===== config.mk =====
export PLATFORM = sky130hd
export DESIGN_NAME = addsub_serial
export DESIGN_NICKNAME = d
export VERILOG_FILES = /design/src/rtl/addsub_serial.sv
export SDC_FILE = /design/constraint.sdc
export NUM_CORES = 1
export LEC_CHECK = 0
export BUFFER_PORTS_ARGS = -buffer_cell sky130_fd_sc_hd__buf_2
export CORE_UTILIZATION = 40
export DETAILED_ROUTE_END_ITERATION = 8
export PLACE_DENSITY_LB_ADDON = 0.05
export SLEW_MARGIN = 20
export SYNTH_ARGS = -nofsm -noshare
export SYNTH_HDL_FRONTEND = slang
export SYNTH_SLANG_ARGS = --single-unit
export TNS_END_PERCENT = 50

===== constraint.sdc =====
create_clock -name clk -period 2.45 [get_ports clk]
set_clock_uncertainty 0.15 [all_clocks]
set_input_delay 0 -clock clk [delete_from_list [all_inputs] [get_ports clk]]
set_output_delay 0 -clock clk [all_outputs]
set_load 0.02 [all_outputs]

===== src/rtl/addsub_serial.sv =====
`timescale 1ns/1ps
`default_nettype none
// ============================================================================
//  Module      : addsub_serial
//  Description : Digit-serial two's-complement adder/subtractor. A WIDTH-bit
//                operation is processed DIGIT bits per clock, LSB digit first,
//                behind a start/done handshake. Reports result, unsigned
//                carry/borrow, signed overflow and zero. Accumulate mode uses
//                the held result as operand A.
//  Revision    : 1.0  initial release
// ============================================================================
module addsub_serial #(
    parameter int WIDTH = 16,   // operand/result width, >= 2, multiple of DIGIT
    parameter int DIGIT = 4     // bits processed per clock, 1..WIDTH
) (
    input  logic             clk,
    input  logic             rst_n,
    input  logic             start,
    input  logic [WIDTH-1:0] a,
    input  logic [WIDTH-1:0] b,
    input  logic             sub,
    input  logic             acc,
    output logic             busy,
    output logic             done,
    output logic [WIDTH-1:0] s,
    output logic             cout,
    output logic             ovfl,
    output logic             zero
);

    localparam int NDIG = WIDTH / DIGIT;
    localparam int CW   = (NDIG > 1) ? $clog2(NDIG) : 1;

    localparam logic [CW-1:0] c_last = CW'(NDIG - 1);

    // Two-state controller
    localparam logic [0:0] c_idle = 1'b0;
    localparam logic [0:0] c_run  = 1'b1;

    logic [0:0]       r_state;
    logic [0:0]       w_state_nxt;

    // Operand shift registers: the digit in flight always sits in the low bits
    logic [WIDTH-1:0] r_opa;
    logic [WIDTH-1:0] r_opb;
    logic             r_carry;
    logic [CW-1:0]    r_cnt;

    // Partial sum: each new digit enters at the top and earlier digits move
    // down, so after NDIG digits digit 0 has reached bit 0.
    logic [WIDTH-1:0] r_psum;

    // Held results
    logic [WIDTH-1:0] r_s;
    logic             r_cout;
    logic             r_ovfl;
    logic             r_zero;
    logic             r_done;

    logic             w_accept;
    logic             w_run;
    logic             w_last;
    logic [DIGIT:0]   w_dsum;
    logic             w_cmsb;
    logic [WIDTH-1:0] w_sum_full;

    assign w_accept = (r_state == c_idle) && start;
    assign w_run    = (r_state == c_run);
    assign w_last   = w_run && (r_cnt == c_last);

    // One digit of the ripple add, DIGIT+1 bits so the top bit is the carry out
    assign w_dsum = {1'b0, r_opa[DIGIT-1:0]}
                  + {1'b0, r_opb[DIGIT-1:0]}
                  + {{DIGIT{1'b0}}, r_carry};

    // Carry into the digit's MSB recovered from the MSB sum bit:
    // sum = a ^ b ^ cin, hence cin = a ^ b ^ sum. For DIGIT=1 this is r_carry.
    assign w_cmsb = r_opa[DIGIT-1] ^ r_opb[DIGIT-1] ^ w_dsum[DIGIT-1];

    // Partial sum after the current digit has been shifted in at the top
    assign w_sum_full = (r_psum >> DIGIT)
                      | (WIDTH'(w_dsum[DIGIT-1:0]) << (WIDTH - DIGIT));

    // State register
    always_ff @(posedge clk or negedge rst_n) begin
        if (!rst_n) begin
            r_state <= c_idle;
        end else begin
            r_state <= w_state_nxt;
        end
    end

    // Next-state: leave IDLE on start, return after the last digit
    always_comb begin
        w_state_nxt = r_state;
        case (r_state)
            c_idle:  if (start)            w_state_nxt = c_run;
            c_run:   if (r_cnt == c_last)  w_state_nxt = c_idle;
            default:                       w_state_nxt = c_idle;
        endcase
    end

    // Controller outputs
    always_comb begin
        busy = (r_state == c_run);
    end

    // Operand capture on accept, then per-digit shift and carry propagation
    always_ff @(posedge clk or negedge rst_n) begin
        if (!rst_n) begin
            r_opa   <= '0;
            r_opb   <= '0;
            r_carry <= 1'b0;
            r_cnt   <= '0;
            r_psum  <= '0;
        end else if (w_accept) begin
            // acc reads the held result as it stands at this edge, which
            // includes a result that completed on the previous edge
            r_opa   <= acc ? r_s : a;
            // subtraction as A + ~B + 1, the +1 entering as the initial carry
            r_opb   <= sub ? ~b : b;
            r_carry <= sub;
            r_cnt   <= '0;
        end else if (w_run) begin
            r_opa   <= r_opa >> DIGIT;
            r_opb   <= r_opb >> DIGIT;
            r_carry <= w_dsum[DIGIT];
            r_cnt   <= r_cnt + CW'(1);
            r_psum  <= w_sum_full;
        end
    end

    // Result registers change only on the completion edge; done is a pulse
    always_ff @(posedge clk or negedge rst_n) begin
        if (!rst_n) begin
            r_s    <= '0;
            r_cout <= 1'b0;
            r_ovfl <= 1'b0;
            r_zero <= 1'b1;
            r_done <= 1'b0;
        end else begin
            r_done <= w_last;
            if (w_last) begin
                r_s    <= w_sum_full;
                r_cout <= w_dsum[DIGIT];
                r_ovfl <= w_cmsb ^ w_dsum[DIGIT];
                r_zero <= (w_sum_full == '0);
            end
        end
    end

    assign s    = r_s;
    assign cout = r_cout;
    assign ovfl = r_ovfl;
    assign zero = r_zero;
    assign done = r_done;

endmodule
`default_nettype wire


==> results.json, run 1 <==
{
  "status": "completed",
  "crit_arrival_ps": 1980,
  "p_clk_frac": 0.227,
  "hold_viol_final": 0,
  "place_congestion": 0.742,
  "avgSynthCellArea_sq_um": 10.6,
  "crit_path_start_kind": "register",
  "ctsResizeCount": 0,
  "wl_per_cell_um": 14.7,
  "internal-power_uw": 3060,
  "power.static_leakage_uw": 0.00193,
  "dp_hpwl_um": 4830,
  "critPathMaxFanout": 3,
  "drtIter0Drc": 41,
  "die_width_um": 91.6,
  "dieArea_sq_um": 8400,
  "holdCritPathClass": "input port to register",
  "switchingPower_uw": 1720,
  "crit_top_cell": "fa_1",
  "final_area_sq_um": 4120,
  "synth_simple_gate_area_frac": 0.0970,
  "grt_first_pass_wirelength_um": 12200,
  "cts_tree": "done",
  "relSlewSlack": 0.501,
  "period_share": 0.788,
  "rsz0062_at_grt": "false",
  "critPathTopFamily": "adder cells",
  "finalNetCount": 430,
  "max_freq_mhz": 518,
  "synth_top_family_by_area": "multiplexers",
  "setup_viol": 0,
  "path_cells": "fa_1, inv_1, fa_1, nand2b_1, o2bb2ai_1, xnor2_1, o21ai_0",
  "path_buf_inv": 1,
  "yosys_register_bits": 68,
  "area_delta_synth_final_pct": 28.3,
  "clkTransAtPathRegs_ps": 70,
  "vias_per_cell": 4.91,
  "layout_common_cells": "66 x dfrtp_1, 57 x buf_2, 55 x nand2_1, 44 x o21ai_0, 32 x dlygate4sd3_1",
  "firstDrtPassIters": 4,
  "routed_wl_um": 7260,
  "cpMaxStageDelayCell": "fa_1",
  "netSwitchingFraction": 0.359,
  "p_seq_frac": 0.413,
  "antenna_found_initial": 0,
  "period_minus_slack_ps": 1930,
  "grt_pass1_vias": 2362,
  "gr-total-overflow": 0,
  "cts_buffers": 9,
  "fin_cells": 494,
  "yosysSeqAreaShare": 0.530,
  "place_ws_ps": 498,
  "clk_latency_ps": 340,
  "synth_compound_area_frac": 0.119,
  "synth_cells": 304,
  "clock_path_buffers": 2,
  "clock_sinks": 68,
  "synth_fa_ha_area_frac": 0.0280,
  "layout_commonest_cell": "dfrtp_1",
  "maxCapViolations": 0,
  "yosysWarningCount": 0,
  "initial_core_util": 0.414,
  "worst_slack_ps": 520,
  "ir_drop_mv": 0.692,
  "ioPinCount": 58,
  "drive_above_1_share": 0.265,
  "regArea_sq_um": 1700,
  "drcViolationCount": 0,
  "io_buffers": 57,
  "dp_cells": 446,
  "cp.required_ps": 2500,
  "ant_nets": 0,
  "slowest_delay_ps": 460,
  "slew_violations": 0,
  "tns_ps": 0,
  "antenna_cells": 0,
  "tightest_slew_ps": 748,
  "synth-xor-area-share": 0.0518,
  "htreeDepth": 3,
  "p_per_area_nw_per_um2": 1160,
  "cts-root-buf": "clkbuf_8",
  "vias": 2424,
  "endpoint_kind": "register",
  "fin_hold_ws_ps": 32.3,
  "grt_max_degree": 75,
  "r2r_slack_ps": 520,
  "place_area_sq_um": 3570,
  "ctsHoldBuffers": 32,
  "synthMuxAreaShare": 0.137,
  "cts_setup_buffers": 0,
  "nFillCells": 722,
  "synthesis.area_sq_um": 3210,
  "die_h_um": 91.6,
  "rows": 32,
  "core_area_sq_um": 7770,
  "synthesis.nets": 347,
  "path_class": "register to register",
  "combPwrFrac": 0.360,
  "multi_input_area_sq_um": 1390,
  "grt_use_total": 0.189,
  "synth_cell_types": 31
}
## flip-flops by register name (all words and copies together), names as in the netlist
name / flops
busy: 1
cout: 1
done: 1
ovfl: 1
r_carry: 1
r_cnt: 2
r_opa: 16
r_opb: 16
r_psum: 12
s: 16
zero: 1
## through the flow
stage,total power [uW],utilization
after CTS,4830,0.531
final,4780,0.531
after floorplan,3130,-
after detailed placement,3690,0.460
after global placement,3660,0.460
after global routing,5130,0.531
## final timing paths
check / start / end / depth (start not counted)
max in group asynchronous: rst_n / zero$_DFFE_PN1P_ / 3
min in group asynchronous: rst_n / r_opb[15]$_DFFE_PN0P_ / 2
setup reg to reg: r_opa[0]$_DFFE_PN0P_ / ovfl$_DFFE_PN0P_ / 7
hold reg to reg: zero$_DFFE_PN1P_ / zero$_DFFE_PN1P_ / 2
hold / removal: a[0] / r_opa[0]$_DFFE_PN0P_ / 5
setup / recovery: r_opa[0]$_DFFE_PN0P_ / ovfl$_DFFE_PN0P_ / 7
## tightest hold or removal path, stage by stage
cell	delay [ps]
buf_2	80
mux2i_1	60
nand2_1	100
o21ai_0	80
o21ai_0	150
## cell type report
type                            instances  share of cell area
Multi-Input combinational cell        209               0.337
Inverter                                6             0.00546
Tap cell                              102              0.0310
Clock inverter                          5              0.0243
Clock buffer                           11              0.0319
Timing Repair Buffer                   93               0.157
Sequential cell                        68               0.413
## power by group through the flow
stage                     combinational, uW  clock [uW]  sequential (uW)
after floorplan                        1080           0             2060
after detailed placement               1700           0             1990
after global routing                   1930        1160             2040
after CTS                              1750        1110             1970
after global placement                 1680           0             1980
final                                  1720        1090             1970
## logic make-up (layout without fill, tap and decap cells)
| logic type | Yosys count | count (layout) |
|---|---|---|
| xor gates and xnor gates | 19 | 19 |
| DFF | 68 | 68 |
| muxes | 41 | 41 |
| AOI/OAI and AO/OA | 69 | 69 |
| adders and majority gates | 6 | 6 |
| buffers and inverters | 27 | 115 |
| and+or+nand+nor | 74 | 74 |
## cell usage after synthesis
| library cell | n | area, sq um |
|---|---|---|
| nor4_2 | 1 | 12.5 |
| nand2_2 | 1 | 6.26 |
| nor2_1 | 11 | 41.3 |
| a211oi_1 | 9 | 67.6 |
| dfstp_2 | 1 | 26.3 |
| nand4_1 | 1 | 6.26 |
| nand2b_1 | 1 | 6.26 |
| ha_1 | 4 | 50.1 |
| or4_4 | 1 | 11.3 |
| mux2i_1 | 18 | 180 |
| fa_1 | 2 | 40.0 |
| buf_2 | 7 | 35.0 |
| dfrtp_1 | 67 | 1680 |
| a21oi_2 | 1 | 8.76 |
| inv_1 | 6 | 22.5 |
| o2bb2ai_1 | 1 | 8.76 |
| buf_4 | 3 | 22.5 |
| nand2_1 | 55 | 206 |
| a21o_1 | 1 | 7.51 |
| a22o_1 | 1 | 8.76 |
| nor4b_1 | 1 | 8.76 |
| xor2_1 | 1 | 8.76 |
| o21ai_1 | 11 | 55.1 |
| nor4_1 | 1 | 6.26 |
| clkbuf_1 | 7 | 26.3 |
| buf_1 | 4 | 15.0 |
| xnor2_1 | 18 | 158 |
| mux2_2 | 23 | 259 |
| o21ai_0 | 44 | 220 |
| a21oi_1 | 1 | 5.00 |
| nor2b_1 | 1 | 6.26 |
## layer usage
metal,vias to the layer above,track usage,routed length (um)
met5,-,0,0
met4,0,0.0794,115
met3,9,0.0307,212
met2,44,0.273,3070
met1,1171,0.282,3860
li1,1200,-,-
(Power assumes the default switching activity.)
==> run 2: changes to the inputs <==
- clock period: 2.45 -> 1.7 ns (I/O delays scaled with it)
==> results.json, run 2 (synthesized netlist as in run 1, its figures left out) <==
{
  "cts_setup_buffers": 0,
  "tightest_slew_ps": 529,
  "crit_arrival_ps": 1930,
  "maxCapViolations": 0,
  "slew_violations": 0,
  "reg2reg_from": "r_opa[0]$_DFFE_PN0P_",
  "die_width_um": 91.6,
  "r2r_slack_ps": -150,
  "path_cells": "fa_2, a21o_1, a21oi_2, xnor2_2, mux2_4",
  "hold_end": "r_opa[0]$_DFFE_PN0P_",
  "drtIter0Drc": 83,
  "grt_use_total": 0.196,
  "drcViolationCount": 0,
  "ioPinCount": 58,
  "r2r-end": "s[15]$_DFFE_PN0P_",
  "htreeDepth": 3,
  "fin_cells": 504,
  "r2r_cells": 5,
  "layout_common_cells": "66 x dfrtp_1, 57 x buf_2, 55 x nand2_1, 41 x o21ai_0, 32 x dlygate4sd3_1",
  "cts_buffers": 9,
  "clock_sinks": 68,
  "p_clk_frac": 0.194,
  "clkTransAtPathRegs_ps": 70,
  "layout_commonest_cell": "dfrtp_1",
  "vias_per_cell": 4.96,
  "rsz0062_at_grt": "true",
  "dp_cells": 456,
  "ant_nets": 0,
  "grt_max_degree": 69,
  "holdCritPathClass": "input port to register",
  "cts-root-buf": "clkbuf_8",
  "initial_core_util": 0.414,
  "hold_start": "a[0]",
  "core_area_sq_um": 7770,
  "p_seq_frac": 0.403,
  "critPathMaxFanout": 3,
  "antenna_found_initial": 0,
  "clk_latency_ps": 340,
  "dp_hpwl_um": 4890,
  "setup_viol": 9,
  "status": "finished with violations",
  "rows": 32,
  "switchingPower_uw": 2660,
  "endpoint_kind": "register",
  "p_per_area_nw_per_um2": 1680,
  "path_class": "register to register",
  "place_congestion": 0.781,
  "vias": 2501,
  "period_minus_slack_ps": 1850,
  "io_buffers": 57,
  "cts_tree": "done",
  "firstDrtPassIters": 4,
  "crit_path_start_kind": "register",
  "netSwitchingFraction": 0.372,
  "grt_first_pass_wirelength_um": 12500,
  "gr-total-overflow": 0,
  "die_h_um": 91.6,
  "wl_per_cell_um": 14.8,
  "clock_path_buffers": 2,
  "cp.required_ps": 1770,
  "ir_drop_mv": 0.846,
  "min_path_cells": 5,
  "max_freq_mhz": 539,
  "grt_pass1_vias": 2456,
  "routed_wl_um": 7460,
  "antenna_cells": 0,
  "relSlewSlack": 0.647,
  "dieArea_sq_um": 8400,
  "hold_viol_final": 0,
  "combPwrFrac": 0.403,
  "worst_slack_ps": -155,
  "cpMaxStageDelayCell": "fa_2",
  "finalNetCount": 440,
  "drive_above_1_share": 0.308,
  "place_ws_ps": -188,
  "slowest_delay_ps": 410,
  "period_share": 1.09,
  "internal-power_uw": 4500,
  "power.static_leakage_uw": 0.00201,
  "area_delta_synth_final_pct": 32.9,
  "violations": "setup timing"
}
## run 2: changes by cell type in the layout (fill, tap and decap cells not counted), sizes merged
cell	previous run	this run
buf	61	71
bufinv	3	1
clkinv	2	3
clkinvlp	0	1
## run 2: power groups by stage
stage / Clock (uW) / Sequential (uW) / Combinational [uW]
floorplan: 0 / 2970 / 1560
CTS: 1430 / 2890 / 2800
finish: 1390 / 2880 / 2890
global placement: 0 / 2880 / 2610
global route: 1500 / 2990 / 3190
detailed placement: 0 / 2890 / 2630
## run 2: layer usage
layer,global-route usage,share of wire,vias to the layer above
met1,0.271,0.49,1214
met3,0.0423,0.033,10
met2,0.303,0.46,52
li1,-,-,1225
met4,0.0714,0.016,0
met5,0,0,-
## run 2: timing repair
action	4_1_cts	5_1_grt
pin swaps	2	4
gates resized for setup	7	7
endpoints found under the hold margin	99	0
endpoints found under the setup margin	10	10
hold buffers	32	0
## run 2: worst max-delay path by stage
stage                               startpoint  cells past startpoint  slack, ps                end
after CTS                 r_opa[0]$_DFFE_PN0P_                      6       -150   zero$_DFFE_PN1P_
final                     r_opa[0]$_DFFE_PN0P_                      5       -150  s[15]$_DFFE_PN0P_
after detailed placement  r_opa[0]$_DFFE_PN0P_                      6       -190   zero$_DFFE_PN1P_
after floorplan           r_opa[0]$_DFFE_PN0P_                      7        -70   ovfl$_DFFE_PN0P_
after global placement    r_opa[0]$_DFFE_PN0P_                      7       -140   zero$_DFFE_PN1P_
after global routing      r_opb[0]$_DFFE_PN0P_                      6       -200   zero$_DFFE_PN1P_
## run 2: final cells by class
class / count / area [sq um]
clock buffers: 11 / 151
repair buffers: 103 / 748
fillers: 727 / 3500
well taps: 102 / 128
inverters: 6 / 22.5
flip-flops and latches: 68 / 1700
multi-input cells: 209 / 1460
clock inverters: 5 / 60.1
## run 2: through the flow
| step | hold WS [ps] | instance area (sq um) | power, uW | util | TNS (ps) |
|---|---|---|---|---|---|
| after floorplan | -446 | 3220 | 4520 | - | -182 |
| after global placement | -92.4 | 3670 | 5490 | 0.473 | -907 |
| after detailed placement | -95.0 | 3670 | 5520 | 0.473 | -1160 |
| after CTS | 19.4 | 4240 | 7110 | 0.546 | -902 |
| after global routing | 47.5 | 4270 | 7680 | 0.550 | -1510 |
| final | 5.57 | 4270 | 7170 | 0.550 | -888 |
## run 2: critical path, delay by kind of cell (launching register included)
family                   cells  cell delay [ps]
AO/OA/AOI/OAI                2              410
adder cells (fa/ha/maj)      1              410
flip-flops                   1              400
multiplexers                 1              260
XOR/XNOR                     1              120
==> run 3: changes to the inputs <==
- CORE_ASPECT_RATIO: default -> 0.7
==> results.json, run 3 (synthesized netlist as in run 1, its figures left out) <==
{
  "die_h_um": 77.0,
  "cp.required_ps": 1810,
  "critPathTopFamily": "adder cells",
  "grt_use_total": 0.204,
  "cts_buffers": 9,
  "max_freq_mhz": 553,
  "ir_drop_mv": 0.816,
  "clkTransAtPathRegs_ps": 60,
  "grt_pass1_vias": 2465,
  "path_class": "register to register",
  "maxCapViolations": 0,
  "slew_violations": 0,
  "layout_common_cells": "66 x dfrtp_1, 57 x buf_2, 55 x nand2_1, 40 x o21ai_0, 33 x dlygate4sd3_1",
  "dp_hpwl_um": 5110,
  "violations": "setup timing",
  "period_minus_slack_ps": 1810,
  "rsz0062_at_grt": "true",
  "drive_above_1_share": 0.319,
  "busiest_layer": "met1",
  "hold_viol_final": 0,
  "relSlewSlack": 0.651,
  "vias_per_cell": 4.85,
  "grtUsageMet1": 0.305,
  "fin_hold_ws_ps": 36.7,
  "cts-root-buf": "clkbuf_16",
  "io_buffers": 57,
  "routed_wl_um": 7540,
  "slowest_delay_ps": 430,
  "drcViolationCount": 0,
  "crit_top_cell": "fa_2",
  "path_buf_inv": 1,
  "place_ws_ps": -164,
  "initial_core_util": 0.426,
  "tightest_slew_ps": 524,
  "critPathMaxFanout": 2,
  "htreeDepth": 3,
  "setup_viol": 10,
  "gr-total-overflow": 0,
  "ioPinCount": 58,
  "period_share": 1.06,
  "antenna_cells": 0,
  "nFillCells": 658,
  "grt_first_pass_wirelength_um": 12700,
  "crit_arrival_ps": 1920,
  "ant_nets": 0,
  "clock_path_buffers": 2,
  "power.static_leakage_uw": 0.00207,
  "grt_max_degree": 69,
  "worst_slack_ps": -109,
  "dieArea_sq_um": 8400,
  "met2_usage": 0.285,
  "min_path_cells": 3,
  "rows": 26,
  "tns_ps": -851,
  "clock_sinks": 68,
  "status": "finished with violations",
  "die_width_um": 109,
  "cts_tree": "done",
  "wl_per_cell_um": 15.0,
  "area_delta_synth_final_pct": 36.8,
  "endpoint_kind": "register",
  "place_congestion": 0.775,
  "holdCritPathClass": "input port to register",
  "firstDrtPassIters": 4,
  "clk_latency_ps": 330,
  "fin_util": 0.583,
  "vias": 2440,
  "drtIter0Drc": 96,
  "cpMaxStageDelayCell": "fa_2",
  "cp_num_cells": 6,
  "r2r_cells": 6,
  "p_per_area_nw_per_um2": 1760,
  "core_area_sq_um": 7550,
  "path_cells": "fa_2, inv_2, fa_2, nor4b_4, nand4_1, o21ai_1",
  "antenna_found_initial": 0,
  "finalNetCount": 443,
  "met3_usage": 0.0697,
  "layout_commonest_cell": "dfrtp_1",
  "crit_path_start_kind": "register"
}
## run 3: worst paths after layout
| path | start | end | slack [ps] |
|---|---|---|---|
| max | r_opa[0]$_DFFE_PN0P_ | zero$_DFFE_PN1P_ | -110 |
| min | start | r_opa[13]$_DFFE_PN0P_ | 40 |
| max reg2reg | r_opa[0]$_DFFE_PN0P_ | zero$_DFFE_PN1P_ | -110 |
| min reg2reg | zero$_DFFE_PN1P_ | zero$_DFFE_PN1P_ | 320 |
| max in group asynchronous | rst_n | zero$_DFFE_PN1P_ | 1000 |
| min in group asynchronous | rst_n | r_opb[15]$_DFFE_PN0P_ | 70 |
## run 3: power breakdown
part           internal (uW)  total (uW)  leakage (uW)  switching, uW
logic                   1490        3010       0.00107           1520
clock network           1130        1820      0.000142            684
registers               2320        2890      0.000861            562
## run 3: cell type report
type                            count  area [sq um]  share of cell area
Inverter                            6          22.5             0.00512
Timing Repair Buffer              106           777               0.177
Multi-Input combinational cell    209          1480               0.336
Sequential cell                    68          1700               0.388
Clock buffer                       10           229              0.0521
Tap cell                           98           123              0.0279
Clock inverter                      6          65.1              0.0148
## run 3: routing by layer
layer	wire, um	part of all wire
met3	267	0.035
met5	0	0
met4	27	0.0036
met2	3210	0.43
met1	4040	0.53
## run 3: per-stage QoR
stage,instances,total power (uW),area [sq um]
finish,503,7720,4400
CTS,503,7710,4370
floorplan,304,4520,3220
global route,503,8260,4400
detailed placement,454,5610,3680
global placement,454,5560,3680
## run 3: repair_timing
action                                  CTS  global route
gates cloned                              0             0
hold buffers                             33             0
hold endpoints to repair                100             0
pin swaps                                 3             3
endpoints found under the setup margin   10            10
resized for setup                        14             6
setup buffers                             0             0
## run 3: tightest hold or removal path, cell delays in order
cell	delay, ps
buf_2	250
nor2_1	160
a211oi_1	50
